===== src/rtl/vga_sync_gen.sv =====
// VGA timing generator: pixel-rate divider, h/v position counters, blanking and
// frame/line strobes, plus sync outputs delayed to line up with the renderer pipeline.
module vga_sync_gen #(
    parameter int H_DISPLAY   = 640,
    parameter int H_FRONT     = 16,
    parameter int H_SYNC      = 96,
    parameter int H_BACK      = 48,
    parameter int V_DISPLAY   = 480,
    parameter int V_FRONT     = 10,
    parameter int V_SYNC      = 2,
    parameter int V_BACK      = 33,
    parameter int CLK_DIV     = 4,
    parameter int SYNC_ACTIVE = 0,
    parameter int PIPE_DELAY  = 0
) (
    input  logic       clk,
    input  logic       reset,
    output logic       p_tick,
    output logic [9:0] pix_x,
    output logic [9:0] pix_y,
    output logic       video_on,
    output logic       hsync,
    output logic       vsync,
    output logic       line_start,
    output logic       frame_start
);

    localparam int H_TOTAL = H_DISPLAY + H_FRONT + H_SYNC + H_BACK;
    localparam int V_TOTAL = V_DISPLAY + V_FRONT + V_SYNC + V_BACK;

    localparam logic [3:0] DIV_LAST = 4'(CLK_DIV - 1);
    localparam logic [9:0] H_LAST   = 10'(H_TOTAL - 1);
    localparam logic [9:0] V_LAST   = 10'(V_TOTAL - 1);
    localparam logic [9:0] H_VIS    = 10'(H_DISPLAY);
    localparam logic [9:0] V_VIS    = 10'(V_DISPLAY);
    localparam logic [9:0] HS_FIRST = 10'(H_DISPLAY + H_FRONT);
    localparam logic [9:0] HS_LAST  = 10'(H_DISPLAY + H_FRONT + H_SYNC - 1);
    localparam logic [9:0] VS_FIRST = 10'(V_DISPLAY + V_FRONT);
    localparam logic [9:0] VS_LAST  = 10'(V_DISPLAY + V_FRONT + V_SYNC - 1);
    localparam logic       ACT_LVL  = 1'(SYNC_ACTIVE);

    logic [3:0]            div_cnt;
    logic [9:0]            h_cnt;
    logic [9:0]            v_cnt;
    logic                  h_end;
    logic                  hsync_raw;
    logic                  vsync_raw;
    // Stage 0 is the registered raw sync; stage PIPE_DELAY feeds the pins.
    // Stored as 1 = asserted, polarity applied only at the output.
    logic [PIPE_DELAY:0]   hs_pipe;
    logic [PIPE_DELAY:0]   vs_pipe;

    assign p_tick    = (div_cnt == DIV_LAST);
    assign h_end     = (h_cnt == H_LAST);
    assign hsync_raw = (h_cnt >= HS_FIRST) && (h_cnt <= HS_LAST);
    assign vsync_raw = (v_cnt >= VS_FIRST) && (v_cnt <= VS_LAST);

    always_ff @(posedge clk) begin
        if (reset) begin
            div_cnt <= '0;
        end else if (p_tick) begin
            div_cnt <= '0;
        end else begin
            div_cnt <= div_cnt + 4'd1;
        end
    end

    always_ff @(posedge clk) begin
        if (reset) begin
            h_cnt <= '0;
            v_cnt <= '0;
        end else if (p_tick) begin
            if (h_end) begin
                h_cnt <= '0;
                v_cnt <= (v_cnt == V_LAST) ? 10'd0 : v_cnt + 10'd1;
            end else begin
                h_cnt <= h_cnt + 10'd1;
            end
        end
    end

    always_ff @(posedge clk) begin
        if (reset) begin
            hs_pipe <= '0;
            vs_pipe <= '0;
        end else if (p_tick) begin
            hs_pipe[0] <= hsync_raw;
            vs_pipe[0] <= vsync_raw;
            for (int i = 1; i <= PIPE_DELAY; i++) begin
                hs_pipe[i] <= hs_pipe[i-1];
                vs_pipe[i] <= vs_pipe[i-1];
            end
        end
    end

    assign pix_x       = h_cnt;
    assign pix_y       = v_cnt;
    assign video_on    = (h_cnt < H_VIS) && (v_cnt < V_VIS);
    assign line_start  = p_tick && (h_cnt == 10'd0);
    assign frame_start = line_start && (v_cnt == 10'd0);
    assign hsync       = ACT_LVL ? hs_pipe[PIPE_DELAY] : ~hs_pipe[PIPE_DELAY];
    assign vsync       = ACT_LVL ? vs_pipe[PIPE_DELAY] : ~vs_pipe[PIPE_DELAY];

endmodule

===== config.mk =====
export PLATFORM = sky130hd
export DESIGN_NAME = vga_sync_gen
export DESIGN_NICKNAME = d
export VERILOG_FILES = /design/src/rtl/vga_sync_gen.sv
export SDC_FILE = /design/constraint.sdc
export NUM_CORES = 1
export LEC_CHECK = 0
export ABC_AREA = 1
export CORE_MARGIN = 5
export CORE_UTILIZATION = 40
export CTS_BUF_LIST = sky130_fd_sc_hd__clkbuf_16
export DETAILED_ROUTE_END_ITERATION = 8
export PLACE_DENSITY = 0.6
export SLEW_MARGIN = 20
export SYNTH_ARGS = -nofsm -noshare
export SYNTH_HDL_FRONTEND = slang
export SYNTH_SLANG_ARGS = --single-unit
export TNS_END_PERCENT = 5

===== constraint.sdc =====
create_clock -name clk -period 1.55 [get_ports clk]
set_input_delay 0.31 -clock clk [delete_from_list [all_inputs] [get_ports clk]]
set_output_delay 0.31 -clock clk [all_outputs]
set_load 0.005 [all_outputs]

==> results of run 1 <==
[metrics by stage]
stage               TNS (ns)  cell area [µm²]  power (mW)  util (%)  hold slack [ns]
global placement      -0.849             2180       0.811      59.9            0.476
finish                -0.847             2430        1.58      67.0            0.494
CTS                   -0.859             2350        1.60      64.7            0.499
detailed placement    -0.897             2180       0.813      59.9            0.484
floorplan                  0             1490       0.756         -            0.418
global route           -2.30             2430        1.64      67.0            0.538
[state kept, by name (all words and copies together), names as in the netlist]
register  flops
div_cnt       4
pix_y        10
pix_x        10
vs_pipe       1
hs_pipe       1
[worst max-delay path, stage by stage (launching register included)]
cell and delay [ns]:
dfxtp_2 0.32, inv_2 0.07, ha_4 0.13, inv_2 0.04, nor2_4 0.10, nand3_2 0.06, nor4_2 0.28, buf_2 0.16
[cell usage in the layout, fill, tap and decap left out, types with 4 or more instances in the layout]
cell type,count
nand2_1,51
buf_4,44
nor2_1,31
inv_1,30
dfxtp_2,18
nand3_1,15
nand4_1,11
dlymetal6s2s_1,11
a21oi_1,10
dfxtp_1,8
inv_2,7
o21ai_0,7
clkdlybuf4s50_1,7
dlygate4sd2_1,6
nor2_4,5
buf_6,5
nand3_2,4
nor3_1,4
ha_1,4
[routing by layer]
| metal | vias up | wire [µm] |
|---|---|---|
| met5 | - | 0 |
| met1 | 743 | 2070 |
| met4 | 0 | 34 |
| met2 | 36 | 1920 |
| met3 | 5 | 188 |
| li1 | 881 | - |
[kinds of logic after synthesis]
family | after synthesis | share of synthesized area [%]
adder cells (fa/ha/maj) | 6 | 5.04
AO/OA/AOI/OAI | 19 | 6.72
AND/OR/NAND/NOR | 133 | 41.4
buffers and inverters | 40 | 10.7
flip-flops | 26 | 35.0
XOR/XNOR | 2 | 1.18
[worst paths after layout]
| kind | slack [ns] | endpoint | depth (start not counted) | from |
|---|---|---|---|---|
| worst max-delay path | -0.18 | frame_start | 7 | pix_y[1]$_SDFFE_PP0P_ |
| worst min-delay path | 0.49 | hs_pipe$_SDFFE_PP0P_ | 2 | hs_pipe$_SDFFE_PP0P_ |
| worst max register to register | -0.10 | pix_y[2]$_SDFFE_PP0P_ | 13 | div_cnt[0]$_SDFF_PP0_ |
| worst min register to register | 0.49 | hs_pipe$_SDFFE_PP0P_ | 2 | hs_pipe$_SDFFE_PP0P_ |
[layout make-up]
class,count,area (µm²),area share (%)
multi-input combinational,160,901,37.0
inverter,38,144,5.91
tap,48,60.1,2.47
clock inverter,1,30.0,1.23
clock buffer,3,75.1,3.08
timing repair buffer,77,682,28.0
sequential,26,543,22.3
[report_power, final]
part | internal (mW) | switching [mW] | leakage (nW)
clock network | 0.515 | 0.251 | 0.0511
logic | 0.0615 | 0.0636 | 1.05
registers | 0.682 | 0.0100 | 0.219
[timing repair]
| item | CTS | global route |
|---|---|---|
| pin swaps | 5 | 6 |
| gates resized for setup | 42 | 32 |
| setup buffers | 2 | 0 |
| setup endpoints to repair | 15 | 34 |
==> impl_metrics.json, run 1 <==
{
  "status": "complete, but fails checks",
  "violations": "setup timing",
  "io_pins": 28,
  "ys_top_cells_by_count": "nand2_1 (52), inv_1 (33), nor2_1 (33), dfxtp_1 (26), nand3_1 (17)",
  "ys_seq_elements": 26,
  "wl_per_cell_um": 11.9,
  "met2_usage_pct": 29.0,
  "grt_pass1_vias": 1627,
  "port_buffers": 27,
  "period_minus_slack_ns": 1.73,
  "die-height_um": 71.0,
  "yosysSeqAreaShare_pct": 35.0,
  "synth_enable_flop_cells": 0,
  "die_w_um": 71.0,
  "ys_warn_count": 0,
  "clkTransAtPathRegs_ns": 0.07,
  "nFillCells": 348,
  "synth_cell_types": 24,
  "yosys.area.top_type": "dfxtp_1",
  "place_congestion": 0.883,
  "fin_cells": 353,
  "h-tree-depth": 1,
  "start_util_pct": 41.0,
  "diodes": 0,
  "post-route-drc-count": 0,
  "layout-drive-gt1-share_pct": 34.8,
  "tightest_slew_ns": 0.474,
  "nets": 314,
  "worstSetupStartpointType": "flip-flop",
  "synth_fp_nets": 234,
  "dr.first_iter.drc_count": 65,
  "ys_top_cells_by_area": "dfxtp_1 (35%), nand2_1 (13%), inv_1 (8.3%)",
  "cap_violations": 0,
  "dp_cells": 347,
  "top_usage_layer": "met2",
  "dp_slack_ns": -0.386,
  "grt_max_degree": 16,
  "cts_root_buf": "clkbuf_16",
  "use_met1_pct": 25.0,
  "synth-async-reset-ratio_pct": 0,
  "met3_usage_pct": 4.12,
  "overflow": 0,
  "drt.antenna.violating_nets": 0,
  "synthesis.area_mm2": 0.00149,
  "worst-path-max-fanout": 2,
  "critPathArrivalTime_ns": 1.42,
  "yosys.area.top_type_share_pct": 35.0,
  "critPathRequiredTime_ns": 1.24,
  "period_share_pct": 111,
  "cts_tree": "yes",
  "crit_type": "flip-flop to primary output",
  "hold_viol": 0,
  "leakage_nw": 1.32,
  "antenna_found_initial": 0,
  "synthCells": 226,
  "core-area_mm2": 0.00363,
  "areaGrowthSynthToFinish_pct": 63.5,
  "clock_path_buffers": 2,
  "cts.sinks": 26,
  "end_kind": "primary output",
  "avgSynthCellArea_um2": 6.59,
  "synth_flop_cell": "dfxtp_1",
  "timing.final.ws_setup_ns": -0.178,
  "fp.dieArea_mm2": 0.00504,
  "yosysMostFrequentCell": "nand2_1",
  "cellPowerDensity_mw_per_mm2": 650,
  "grt.total_usage_pct": 18.1,
  "slew_violations": 0,
  "maxSlewHeadroom_pct": 68.2,
  "finalSetupViolCount": 11,
  "insertion_delay_ns": 0.26,
  "via_per_inst": 4.72,
  "drt_wl_total_um": 4220,
  "numCtsBuffers": 3,
  "dp_hpwl_um": 3160,
  "clock.fmax_ghz": 0.579,
  "holdBufCountCts": 0,
  "rsz0062_at_grt": "yes",
  "finClkSkew_ns": 0.00199,
  "grt_pass1_wl_um": 7420,
  "hp-class": "flip-flop to flip-flop",
  "vdd_drop_max_v": 0.000697,
  "dr.pass1.iters": 5,
  "core.rowCount": 22,
  "vias": 1665
}
Note: power is estimated with default switching activity, not from simulation.
==> inputs of run 2 (changes only) <==
- CTS_CLUSTER_DIAMETER: default -> 40
- SETUP_SLACK_MARGIN: default -> 0.4
- clock period: 1.55 -> 2 ns (I/O delays scaled with it)
==> run 2 against run 1 <==
The run now ends clean. Clock skew increased by 0.0031 ns. Register-to-register slack improved by 0.45 ns. Sequential share of layout area increased by 2.4 points. Clock power decreased by 42%. Routed wire length decreased by 9.7%. Power decreased by 33%. Combinational power decreased by 33%. Die area unchanged. Utilization decreased by 8.4 points. Sequential cell count unchanged. Cell area decreased by 13%. Largest cell class unchanged. Largest power group is now sequential cells.
==> impl_metrics.json, run 2 (synthesis gave the netlist of run 1 again) <==
{
  "dr.pass1.iters": 4,
  "vdd_drop_max_v": 0.000312,
  "cellPowerDensity_mw_per_mm2": 502,
  "critPathArrivalTime_ns": 1.47,
  "layout-drive-gt1-share_pct": 20.7,
  "grt_max_degree": 15,
  "grt_pass1_wl_um": 6580,
  "areaGrowthSynthToFinish_pct": 42.9,
  "crit_type": "flip-flop to primary output",
  "via_per_inst": 4.76,
  "antenna_found_initial": 0,
  "die-height_um": 71.0,
  "critPathLaunch": "pix_y[1]$_SDFFE_PP0P_",
  "placed_cell_area_mm2": 0.00195,
  "reg2reg_to": "pix_y[2]$_SDFFE_PP0P_",
  "slew_violations": 0,
  "dp_slack_ns": -0.0496,
  "drt.antenna.violating_nets": 0,
  "clock_path_buffers": 2,
  "core.rowCount": 22,
  "place_congestion": 0.844,
  "cts_tree": "yes",
  "h-tree-depth": 1,
  "overflow": 0,
  "holdBufCountCts": 0,
  "cpPeakStageDelay_ns": 0.32,
  "period_minus_slack_ns": 1.87,
  "cts.sinks": 26,
  "r2r_cells": 11,
  "post-route-drc-count": 0,
  "maxSlewHeadroom_pct": 65.8,
  "worst_path_most_repeated_cell": "inv_2",
  "clock.fmax_ghz": 0.536,
  "period_share_pct": 93.3,
  "vias": 1541,
  "port_buffers": 27,
  "slowest_stage": "dfxtp_2",
  "rsz0062_at_grt": "yes",
  "core-area_mm2": 0.00363,
  "tightest_slew_ns": 0.509,
  "end_kind": "primary output",
  "worst-path-max-fanout": 2,
  "holdPathStages": 2,
  "fin_area_mm2": 0.00213,
  "finalSetupViolCount": 0,
  "numCtsBuffers": 3,
  "cts_root_buf": "clkbuf_16",
  "worstHoldStart": "hs_pipe$_SDFFE_PP0P_",
  "drt_wl_total_um": 3810,
  "final_common_cell": "nand2_1",
  "diodes": 0,
  "dp_cells": 319,
  "fp.dieArea_mm2": 0.00504,
  "timing.final.ws_setup_ns": 0.133,
  "finClkSkew_ns": 0.00505,
  "grt.total_usage_pct": 16.2,
  "dr.first_iter.drc_count": 72,
  "min_to": "hs_pipe$_SDFFE_PP0P_",
  "leakage_nw": 0.899,
  "start_util_pct": 41.0,
  "grt_pass1_vias": 1456,
  "dp_hpwl_um": 2920,
  "critPathRequiredTime_ns": 1.60,
  "path_cells": "inv_2, ha_4, inv_2, nor2_4, nand3_2, nor4_4, buf_2",
  "io_pins": 28,
  "status": "complete, no violations",
  "cap_violations": 0,
  "nFillCells": 364,
  "r2r_start": "div_cnt[1]$_SDFF_PP0_",
  "fin_cells": 324,
  "insertion_delay_ns": 0.26,
  "worstSetupStartpointType": "flip-flop",
  "hp-class": "flip-flop to flip-flop",
  "clkTransAtPathRegs_ns": 0.06,
  "die_w_um": 71.0,
  "wl_per_cell_um": 11.8,
  "hold_viol": 0,
  "reg2reg_slack_ns": 0.35,
  "nets": 285,
  "final_cell_mix": "nand2_1 (52), nor2_1 (31), inv_1 (30)"
}
-- run 2: cell types whose count changed in the layout (fill, tap and decap cells not counted), sizes merged --
| cell | before | now |
|---|---|---|
| dlygate4sd2 | 6 | 3 |
| clkinv | 1 | 2 |
| buf | 53 | 22 |
| clkdlybuf4s50 | 7 | 23 |
| dlymetal6s2s | 11 | 0 |
| bufinv | 1 | 0 |
-- run 2: where the power goes --
group	internal, mW	switching [mW]	leakage [nW]
sequential	0.529	0.00933	0.212
combinational	0.0397	0.0444	0.649
clock	0.268	0.178	0.0385
total	0.836	0.231	0.899
-- run 2: worst max-delay path by stage --
stage | to | cells after the start
6_report | frame_start | 7
4_1_cts | frame_start | 6
3_5_place_dp | frame_start | 7
2_1_floorplan | frame_start | 5
3_3_place_gp | frame_start | 7
5_1_grt | frame_start | 7
-- run 2: stage by stage --
step | TNS (ns) | hold WS [ns] | total power [mW] | utilization (%)
floorplan | 0 | 0.418 | 0.586 | -
global placement | -0.0312 | 0.483 | 0.620 | 53.8
detailed placement | -0.0496 | 0.489 | 0.621 | 53.8
CTS | 0 | 0.511 | 1.09 | 57.5
global route | 0 | 0.539 | 1.12 | 58.6
finish | 0 | 0.495 | 1.07 | 58.6
-- run 2: layer usage --
| metal | GRT usage, % | part of all wire [%] |
|---|---|---|
| met5 | 0 | 0 |
| met4 | 5.85 | 1.5 |
| met3 | 3.13 | 3.6 |
| met1 | 22.3 | 50 |
| met2 | 24.9 | 45 |
-- run 2: repair_timing --
| action | CTS | global route |
|---|---|---|
| gates resized for setup | 19 | 12 |
| setup buffers | 1 | 0 |
| pin swaps | 6 | 3 |
| endpoints found under the setup margin | 23 | 37 |
-- run 2: layout make-up --
| type | instances | area [µm²] | share of cell area (%) |
|---|---|---|---|
| clock inverter | 1 | 3.75 | 0.176 |
| timing repair buffer | 48 | 423 | 19.9 |
| multi-input combinational | 160 | 898 | 42.2 |
| clock buffer | 3 | 75.1 | 3.53 |
| tap | 48 | 60.1 | 2.82 |
| sequential | 26 | 526 | 24.7 |
| inverter | 38 | 143 | 6.70 |
-- run 2: critical path, delay by kind of cell, from the launching register on --
| kind | cells | cell delay [ns] |
|---|---|---|
| adder cells (fa/ha/maj) | 1 | 0.13 |
| buffers and inverters | 3 | 0.27 |
| AND/OR/NAND/NOR | 3 | 0.49 |
| flip-flops | 1 | 0.32 |
==> inputs of run 3 (changes only) <==
- CTS_CLUSTER_DIAMETER: 40 -> 80
==> results of run 3 <==
Final layout, timing and power as in run 2 (identical DEF).
